### src/rtl/clk_div_pkg.sv
// Shared types and constants for the run-time clock divider controller.
//   state_t : controller FSM state (IDLE, RUN, STOPPING)
//   MIN_DIV : smallest divisor the counter can realise
package clk_div_pkg;

    typedef enum logic [1:0] {
        IDLE     = 2'd0,
        RUN      = 2'd1,
        STOPPING = 2'd2
    } state_t;

    localparam int unsigned MIN_DIV = 2;

    // Divider produces output in both active states.
    function automatic logic is_active(input state_t s);
        return s != IDLE;
    endfunction

endpackage

### src/rtl/clk_div_ctrl_if.sv
// Config / output bundle for clk_div_ctrl.
//   en, cfg_valid, cfg_div : driven by the config master
//   cfg_ready, cfg_err     : handshake status back to the master
//   tick, div_out, running : divider outputs to strobe consumers
interface clk_div_ctrl_if #(
    parameter int unsigned CNT_W = 8
) ();

    logic             en;
    logic             cfg_valid;
    logic [CNT_W-1:0] cfg_div;
    logic             cfg_ready;
    logic             cfg_err;
    logic             tick;
    logic             div_out;
    logic             running;

    modport master (
        output en, cfg_valid, cfg_div,
        input  cfg_ready, cfg_err, tick, div_out, running
    );

    modport slave (
        input  en, cfg_valid, cfg_div,
        output cfg_ready, cfg_err, tick, div_out, running
    );

endinterface

### src/rtl/clk_div_core.sv
// Period counter with registered tick and div_out.
//   clk, reset : clock, async active-high reset
//   run        : divider is active in the coming cycle
//   div_n      : divisor governing the coming cycle
//   tick       : registered, high in the last cycle of a period
//   div_out    : registered, high while count < div_n>>1
// Both outputs are computed from the next-state count so the pins are
// straight flop outputs.
module clk_div_core #(
    parameter int unsigned CNT_W = 8
) (
    input  logic             clk,
    input  logic             reset,
    input  logic             run,
    input  logic [CNT_W-1:0] div_n,
    output logic             tick,
    output logic             div_out
);

    logic [CNT_W-1:0] count_q;
    logic [CNT_W-1:0] count_n;
    logic             run_q;
    logic             tick_n;
    logic             div_out_n;

    // Next count: restart at 0 on start-up and after a wrap, hold 0 when idle.
    // count_q+1 only happens below div_n-1, so it never overflows.
    always_comb begin
        count_n   = '0;
        if (run && run_q && !tick) begin
            count_n = count_q + CNT_W'(1);
        end
        tick_n    = run && (count_n == (div_n - CNT_W'(1)));
        div_out_n = run && (count_n < (div_n >> 1));
    end

    always_ff @(posedge clk or posedge reset) begin
        if (reset) begin
            count_q <= '0;
            run_q   <= 1'b0;
            tick    <= 1'b0;
            div_out <= 1'b0;
        end else begin
            count_q <= count_n;
            run_q   <= run;
            tick    <= tick_n;
            div_out <= div_out_n;
        end
    end

endmodule

### src/rtl/clk_div_ctrl.sv
// Run-time controller for the programmable divide-by-N clock divider.
//   clk, reset : clock, async active-high reset
//   bus        : clk_div_ctrl_if slave port
//                en (run level), cfg_valid/cfg_div/cfg_ready (divisor handshake),
//                cfg_err (rejected divisor pulse), tick, div_out, running
// Ratio changes and stops only take effect at a period wrap (tick cycle).
module clk_div_ctrl
    import clk_div_pkg::*;
#(
    parameter int unsigned CNT_W       = 8,
    parameter int unsigned DEFAULT_DIV = 2
) (
    input  logic           clk,
    input  logic           reset,
    clk_div_ctrl_if.slave  bus
);

    localparam int unsigned      MAX_DIV = (32'd1 << CNT_W) - 32'd1;
    localparam logic [CNT_W-1:0] DEF_N   = CNT_W'(DEFAULT_DIV);
    localparam logic [CNT_W-1:0] MIN_N   = CNT_W'(MIN_DIV);

    if (DEFAULT_DIV < MIN_DIV || DEFAULT_DIV > MAX_DIV) begin : g_bad_default
        $error("clk_div_ctrl: DEFAULT_DIV must satisfy 2 <= DEFAULT_DIV < 2**CNT_W");
    end

    state_t           state_q, state_n;
    logic [CNT_W-1:0] div_q,   div_n;
    logic [CNT_W-1:0] pend_q,  pend_n;
    logic             ready_q, ready_n;
    logic             err_q,   err_n;
    logic             running_q;
    logic             core_tick;
    logic             accept;
    logic             bad_div;

    assign accept  = bus.cfg_valid && ready_q;
    assign bad_div = bus.cfg_div < MIN_N;

    // Next-state: FSM, active divisor, pending slot and handshake.
    // A pending change exists exactly while cfg_ready is low.
    always_comb begin
        state_n = state_q;
        div_n   = div_q;
        pend_n  = pend_q;
        ready_n = ready_q;
        err_n   = 1'b0;

        unique case (state_q)
            IDLE:     if (bus.en) state_n = RUN;
            RUN:      if (!bus.en) state_n = STOPPING;
            STOPPING: begin
                if (bus.en) begin
                    state_n = RUN;
                end else if (core_tick) begin
                    state_n = IDLE;
                end
            end
            default:  state_n = IDLE;
        endcase

        // Deferred change lands on the wrap, even when stopping there.
        if (!ready_q && core_tick) begin
            div_n   = pend_q;
            ready_n = 1'b1;
        end

        if (accept) begin
            if (bad_div) begin
                err_n = 1'b1;
            end else if (state_q == IDLE || core_tick) begin
                // Nothing in flight, or the current period ends now: apply directly.
                div_n = bus.cfg_div;
            end else begin
                pend_n  = bus.cfg_div;
                ready_n = 1'b0;
            end
        end
    end

    always_ff @(posedge clk or posedge reset) begin
        if (reset) begin
            state_q   <= IDLE;
            div_q     <= DEF_N;
            pend_q    <= '0;
            ready_q   <= 1'b1;
            err_q     <= 1'b0;
            running_q <= 1'b0;
        end else begin
            state_q   <= state_n;
            div_q     <= div_n;
            pend_q    <= pend_n;
            ready_q   <= ready_n;
            err_q     <= err_n;
            running_q <= is_active(state_n);
        end
    end

    clk_div_core #(
        .CNT_W (CNT_W)
    ) u_core (
        .clk     (clk),
        .reset   (reset),
        .run     (is_active(state_n)),
        .div_n   (div_n),
        .tick    (core_tick),
        .div_out (bus.div_out)
    );

    assign bus.tick      = core_tick;
    assign bus.cfg_ready = ready_q;
    assign bus.cfg_err   = err_q;
    assign bus.running   = running_q;

endmodule

### src/flat_wrapper.sv
// flat-port wrapper written by rule: the top's interface ports become plain ports
module clk_div_ctrl_flat import clk_div_pkg::*;
#(
    parameter int unsigned CNT_W       = 8,
    parameter int unsigned DEFAULT_DIV = 2
)
  (clk, reset, bus_en, bus_cfg_valid, bus_cfg_div, bus_cfg_ready, bus_cfg_err, bus_tick, bus_div_out, bus_running);
  clk_div_ctrl_if #(.CNT_W(CNT_W)) bus_i ();
  input  logic clk;
  input  logic reset;
  input wire logic [$bits(bus_i.en)-1:0] bus_en;
  input wire logic [$bits(bus_i.cfg_valid)-1:0] bus_cfg_valid;
  input wire logic [$bits(bus_i.cfg_div)-1:0] bus_cfg_div;
  output wire logic [$bits(bus_i.cfg_ready)-1:0] bus_cfg_ready;
  output wire logic [$bits(bus_i.cfg_err)-1:0] bus_cfg_err;
  output wire logic [$bits(bus_i.tick)-1:0] bus_tick;
  output wire logic [$bits(bus_i.div_out)-1:0] bus_div_out;
  output wire logic [$bits(bus_i.running)-1:0] bus_running;
  assign bus_i.en = bus_en;
  assign bus_i.cfg_valid = bus_cfg_valid;
  assign bus_i.cfg_div = bus_cfg_div;
  assign bus_cfg_ready = bus_i.cfg_ready;
  assign bus_cfg_err = bus_i.cfg_err;
  assign bus_tick = bus_i.tick;
  assign bus_div_out = bus_i.div_out;
  assign bus_running = bus_i.running;
  clk_div_ctrl #(.CNT_W(CNT_W), .DEFAULT_DIV(DEFAULT_DIV)) u_core (.clk(clk), .reset(reset), .bus(bus_i));
endmodule
### config.mk
export PLATFORM = sky130hd
export DESIGN_NAME = clk_div_ctrl_flat
export DESIGN_NICKNAME = d
export VERILOG_FILES = /design/src/rtl/clk_div_pkg.sv /design/src/rtl/clk_div_ctrl_if.sv /design/src/rtl/clk_div_core.sv /design/src/rtl/clk_div_ctrl.sv /design/src/flat_wrapper.sv
export SDC_FILE = /design/constraint.sdc
export NUM_CORES = 1
export LEC_CHECK = 0
export CORE_MARGIN = 2
export CORE_UTILIZATION = 51
export CTS_CLUSTER_SIZE = 40
export DETAILED_ROUTE_END_ITERATION = 8
export GPL_ROUTABILITY_DRIVEN = 0
export PLACE_DENSITY = 0.75
export SYNTH_ARGS = -nofsm -noshare
export SYNTH_HDL_FRONTEND = slang
export SYNTH_SLANG_ARGS = --single-unit
### constraint.sdc
create_clock -name clk -period 2.4 [get_ports clk]
set_clock_uncertainty 0.15 [all_clocks]
set_input_delay 0.36 -clock clk [delete_from_list [all_inputs] [get_ports clk]]
set_output_delay 0.36 -clock clk [all_outputs]
set_load 0.005 [all_outputs]
==> results.cfg, run 1 <==
[yosys]
avgSynthCellArea_um2 = 10.7
netlist_top_cells_area = dfrtp_1 40%, mux2_2 10%, ha_1 4.8%, mux2i_1 3.8%, xnor2_1 3.8%
yosys_warnings = 0
synthFlopType = dfrtp_1
yosysUniqueCellTypes = 42
postSynthNetCount = 190
netlist_top_cells_count = 29 x dfrtp_1, 17 x mux2_2, 16 x nor2_1, 15 x inv_1
seq_area_frac_synth_pct = 42.5
async_flop_share_pct = 100
synth_edf_count = 0
synth_top_area_cell = dfrtp_1
synth_top_cell_area_share_pct = 39.6
synthCells = 171
ys_seq_elements = 31
netlist_area_um2 = 1830
yosys.cell_count.top_type = dfrtp_1

[detailed_routing]
ant_nets = 0
drt_iter0_drc = 128
drc_errors = 0
wire_per_inst_um = 18.0
routed_wl_mm = 4.98
vias = 1603
dr.pass1.iters = 6
routed_via_density = 5.81

[clocking]
tritoncts.num_buffers = 5
root_buffer = clkbuf_4
cts_hold_buf = 0
cts.clk_slew.worst_paths_ns = 0.10
cts_tree = yes
cts.sinks = 31
cts.htree.levels = 2
clockBufferDepth = 2
clkLatencyLatePin_ns = 0.34

[setup_path]
arrival_ns = 2.74
path_buf_inv = 2
crit_chain = nand2b_4 -> clkbuf_16 -> mux2_2 -> mux2i_4 -> buf_4 -> nand3_1 -> xnor2_1 -> nand4_1 -> a2111oi_2
critical_path_peak_fanout = 5
critical_path_required_ns = 2.48
cp_slowest_cell = dfstp_2
end_kind = register
critical_path.top_delay_family = multiplexers
start_kind = register
slowest_delay_ns = 0.57
path_class = reg2reg

[timing]
holdWs_ns = 0.247
slew_violations = 0
fin_setup_tns_ns = -0.306
grt_setup_unrepaired = yes
hold_viol = 0
tightest_slew_ns = 0.525
timing.final.crit_share_pct = 111
relSlewSlack_pct = 64.8
setup_slack_ns = -0.258
finalSetupViolations = 2
timing.fmax_mhz = 376
layout_min_cycle_time_ns = 2.66

[final_layout]
n_antenna_cell = 0
final_area_um2 = 2560
drive_gt1_share_pct = 37.8
nNetsFinal = 248
stdcell_count = 276
area_growth_pct = 39.9

[run_status]
status = complete, but fails checks
violations = setup timing

[floorplan]
num_io_pins = 17
die_w_um = 64.0
rows = 21
core_um2 = 3390
die_y_um = 64.0
die-area_um2 = 4090
start_util_pct = 54.1

[global_route]
grt_max_degree = 32
grt-ovfl-total = 0
grt_pass1_wl_mm = 7.37
grt_use_total_pct = 24.2
grt_pass1_vias = 1613
antenna_found_initial = 0

[power_and_ir_drop]
p_per_area_nw_per_um2 = 990
power_mw = 2.54
peakVddDrop_v = 0.000689
p_leak_nw = 1.18

[place]
io_buffers = 16
place_area_um2 = 2300
numPlacedInstances = 262
hpwl_mm = 3.29

[flow_run]
cap_violations = 0

[min_path]
hp-class = in2async
-- logic make-up (layout without fill, tap and decap cells) --
logic type	Yosys count	in the layout	share of synthesized area, %
buffers and inverters	18	77	4.16
and+or+nand+nor	47	47	13.9
xor gates and xnor gates	13	13	6.21
DFF	31	31	42.5
AOI/OAI and AO/OA	26	26	9.42
muxes	29	29	19.1
adders and majority gates	7	7	4.78
-- what timing repair did --
item                                    4_1_cts  5_1_grt
cloned                                        0        1
buffers inserted                              3        2
gates resized for setup                      14       13
endpoints found under the setup margin        2        2
pin swaps                                     3        9
-- final timing paths --
kind | start | cells after the start | slack [ns] | to
worst max-delay path | u_core.bus.cfg_ready$_DFF_PP1_ | 9 | -0.26 | u_core.u_core.tick$_DFF_PP0_
worst min-delay path | reset | 3 | 0.25 | u_core.u_core.count_q[5]$_DFF_PP0_
worst max register to register | u_core.bus.cfg_ready$_DFF_PP1_ | 9 | -0.26 | u_core.u_core.tick$_DFF_PP0_
worst min register to register | u_core.pend_q[7]$_DFFE_PP0P_ | 1 | 0.36 | u_core.pend_q[7]$_DFFE_PP0P_
max in group asynchronous | reset | 3 | 1.52 | u_core.div_q[1]$_DFF_PP1_
min in group clk | bus_cfg_div[2] | 3 | 0.36 | u_core.pend_q[2]$_DFFE_PP0P_
-- cells in the final DEF, fill, tap and decap left out, types with 4 or more instances in the layout --
master	n
inv_1	15
dfrtp_1	29
buf_4	33
a21oi_1	7
mux2i_1	6
or3_1	4
xnor2_1	7
mux2_2	16
mux2i_4	4
clkbuf_4	5
clkdlybuf4s50_1	12
nor2_1	15
ha_1	6
nand3_1	7
nand2_1	4
-- worst reg2reg max path, delay by kind of cell (launching register included) --
kind | cells | cell delay (ns)
compound gates | 1 | 0.32
buf+inv | 2 | 0.32
xor+xnor | 1 | 0.21
mux | 2 | 0.57
flops | 1 | 0.57
simple gates | 3 | 0.40
-- metal layers --
metal	track usage, %	wire (um)
met5	0	0
met4	12.0	174
met3	5.46	304
met2	42.2	2520
met1	27.7	1990
-- registers in the layout, summed over array words and instances, names as in the netlist --
signal / count
u_core.u_core.div_out: 1
u_core.bus.cfg_ready: 1
u_core.bus.running: 1
u_core.u_core.tick: 1
u_core.state_q: 2
u_core.div_q: 8
u_core.u_core.count_q: 8
u_core.bus.cfg_err: 1
u_core.pend_q: 8
-- where the power goes --
part,switching [mW],leakage (nW),internal (mW)
Combinational,0.621,0.747,0.701
Sequential,0.0970,0.386,0.690
Clock,0.185,0.0482,0.246
Total,0.902,1.18,1.64
-- metrics by stage --
step / setup WS (ns) / util, %
CTS: -0.0844 / 72.7
global route: -0.300 / 75.7
floorplan: 0.0167 / -
detailed placement: -0.638 / 68.0
finish: -0.258 / 75.7
global placement: -0.530 / 68.0
-- cell type report --
type	count	area, um2
multi-input combinational	122	1090
fill	207	825
sequential	31	778
timing repair buffer	54	494
tap	46	57.6
inverter	15	56.3
clock buffer	6	51.3
clock inverter	2	35.0
No activity file was read; power rests on OpenSTA's default activity.
==> run 2, diff against run 1 <==
Settings changed: CORE_UTILIZATION 51 to 55, PLACE_DENSITY 0.75 to 0.77.
Clock period 2.4 ns to 3.2 ns, I/O delays scaled along.
==> run 2 against run 1 <==
The run now ends clean. Final area down 13%. Total power down 35%. Die area down 6.8%. Count of clock-buffer cells in the layout unchanged. Combinational power down 44%. Sequential power down 25%. Clock power down 25%.
==> results.cfg, run 2 (synthesized netlist as in run 1, its figures left out) <==
[floorplan]
die-area_um2 = 3810
die_w_um = 61.7
start_util_pct = 59.1
num_io_pins = 17
rows = 20
die_y_um = 61.7
core_um2 = 3100

[power_and_ir_drop]
p_leak_nw = 1.01
p_clk_share_pct = 19.6
peakVddDrop_v = 0.000443
p_sw_mw = 0.574
p_sw_share_pct = 34.7
power_mw = 1.65
internal-power_mw = 1.08
pwr-share-seq_pct = 35.5
combPwrFrac_pct = 45.0
p_per_area_nw_per_um2 = 743

[timing]
layout_min_cycle_time_ns = 2.95
finalSetupViolations = 0
hold_viol = 0
relSlewSlack_pct = 62.6
timing.fmax_mhz = 339
tightest_slew_ns = 0.547
fin_setup_tns_ns = 0
timing.final.crit_share_pct = 92.3
grt_setup_unrepaired = no
slew_violations = 0

[setup_path]
rr_worst_depth = 8
critical_path.top_delay_family = compound AO/OA/AOI/OAI gates
start_kind = input pin
critical_path_required_ns = 3.35
r2r-start = u_core.bus.cfg_ready$_DFF_PP1_
path_buf_inv = 2
slowest_delay_ns = 0.53
rrSetupSlack_ns = 0.30
crit_chain = clkdlybuf4s50_1 -> nor4_4 -> a211o_1 -> buf_4 -> mux2i_1 -> ha_1 -> o21ai_0 -> a21oi_1 -> a2111oi_0 -> o21a_1
r2r_end = u_core.u_core.div_out$_DFF_PP0_
cp_slowest_cell = a2111oi_0
path_class = in2reg
end_kind = register
arrival_ns = 3.10
critical_path_peak_fanout = 6

[flow_run]
cap_violations = 0

[clocking]
cts_hold_buf = 0
clkLatencyLatePin_ns = 0.35
root_buffer = clkbuf_4
post_cts_resized = 0
cts.htree.levels = 2
cts_tree = yes
clockBufferDepth = 2
cts.sinks = 31
cts.clk_slew.worst_paths_ns = 0.11
tritoncts.num_buffers = 5
cts_setup_buffers = 0

[final_layout]
utilization_pct = 71.8
drive_gt1_share_pct = 23.7
nNetsFinal = 225
stdcell_count = 251
layout_common_cells = 29 x dfrtp_1, 17 x mux2_2, 16 x nor2_1, 16 x clkdlybuf4s50_1
reg_top3 = u_core.div_q: 8 flops, u_core.pend_q: 8 flops, u_core.u_core.count_q: 8 flops
area_growth_pct = 21.5
n_antenna_cell = 0
final_common_cell = dfrtp_1

[global_route]
gr-usage-met2_pct = 39.8
grt_max_degree = 32
met1_usage_pct = 27.1
grt_use_total_pct = 23.2
gr-usage-met3_pct = 3.93
grt_pass1_vias = 1412
antenna_found_initial = 0
busiest_layer = met2
grt_pass1_wl_mm = 6.20
grt-ovfl-total = 0

[detailed_routing]
routed_via_density = 5.51
wire_per_inst_um = 15.5
drc_errors = 0
ant_nets = 0
dr.pass1.iters = 4
routed_wl_mm = 3.89
drt_iter0_drc = 53
vias = 1384

[place]
hpwl_mm = 3.04
numPlacedInstances = 243
io_buffers = 16

[min_path]
hp-class = in2async

[run_status]
status = complete, no violations
## run 2: cell count changes in the layout (fill, tap and decap cells not counted), moves of 2 or more
cell,delta
buf_12,-2
buf_4,-18
buf_6,-2
clkdlybuf4s50_1,+4
dlygate4sd2_1,-3
mux2i_4,-2
xor2_1,+2
xor2_2,-2
## run 2: metrics by stage
| step | hold WS (ns) | setup slack, ns | instance area (um2) |
|---|---|---|---|
| finish | 0.350 | 0.247 | 2230 |
| global route | 0.374 | 0.166 | 2230 |
| floorplan | 0.327 | 0.592 | 1830 |
| detailed placement | 0.344 | -0.0428 | 2140 |
| CTS | 0.358 | 0.306 | 2230 |
| global placement | 0.336 | 0.0254 | 2140 |
## run 2: how the worst max path moves through the flow
stage	slack (ns)	cells after the start	from	to
6_report	0.25	10	bus_cfg_div[2]	u_core.u_core.div_out$_DFF_PP0_
3_3_place_gp	0.03	10	bus_cfg_div[2]	u_core.u_core.div_out$_DFF_PP0_
2_1_floorplan	0.59	9	u_core.bus.cfg_ready$_DFF_PP1_	u_core.u_core.div_out$_DFF_PP0_
5_1_grt	0.17	10	bus_cfg_div[2]	u_core.u_core.div_out$_DFF_PP0_
4_1_cts	0.31	10	bus_cfg_div[2]	u_core.u_core.div_out$_DFF_PP0_
3_5_place_dp	-0.04	10	bus_cfg_div[2]	u_core.u_core.div_out$_DFF_PP0_
## run 2: cell type report
class	instances	area, um2
tap	44	55.1
timing repair buffer	31	273
clock buffer	6	51.3
multi-input combinational	122	978
sequential	31	778
fill	249	876
inverter	15	56.3
clock inverter	2	35.0
## run 2: worst min-delay path: cells and delay by family
family	cells	cell delay (ns)
buffers and inverters	3	0.79
## run 2: power groups by stage
stage	sequential, mW	clock, mW	combinational [mW]
2_1_floorplan	0.573	0	0.534
3_3_place_gp	0.590	0	0.702
3_5_place_dp	0.596	0	0.737
4_1_cts	0.588	0.331	0.742
5_1_grt	0.600	0.343	0.810
6_report	0.587	0.324	0.744
## run 2: per-layer routing
layer | routed length [um] | share of wire, %
met3 | 112 | 2.9
met2 | 1960 | 50
met5 | 0 | 0
met1 | 1700 | 44
met4 | 114 | 2.9
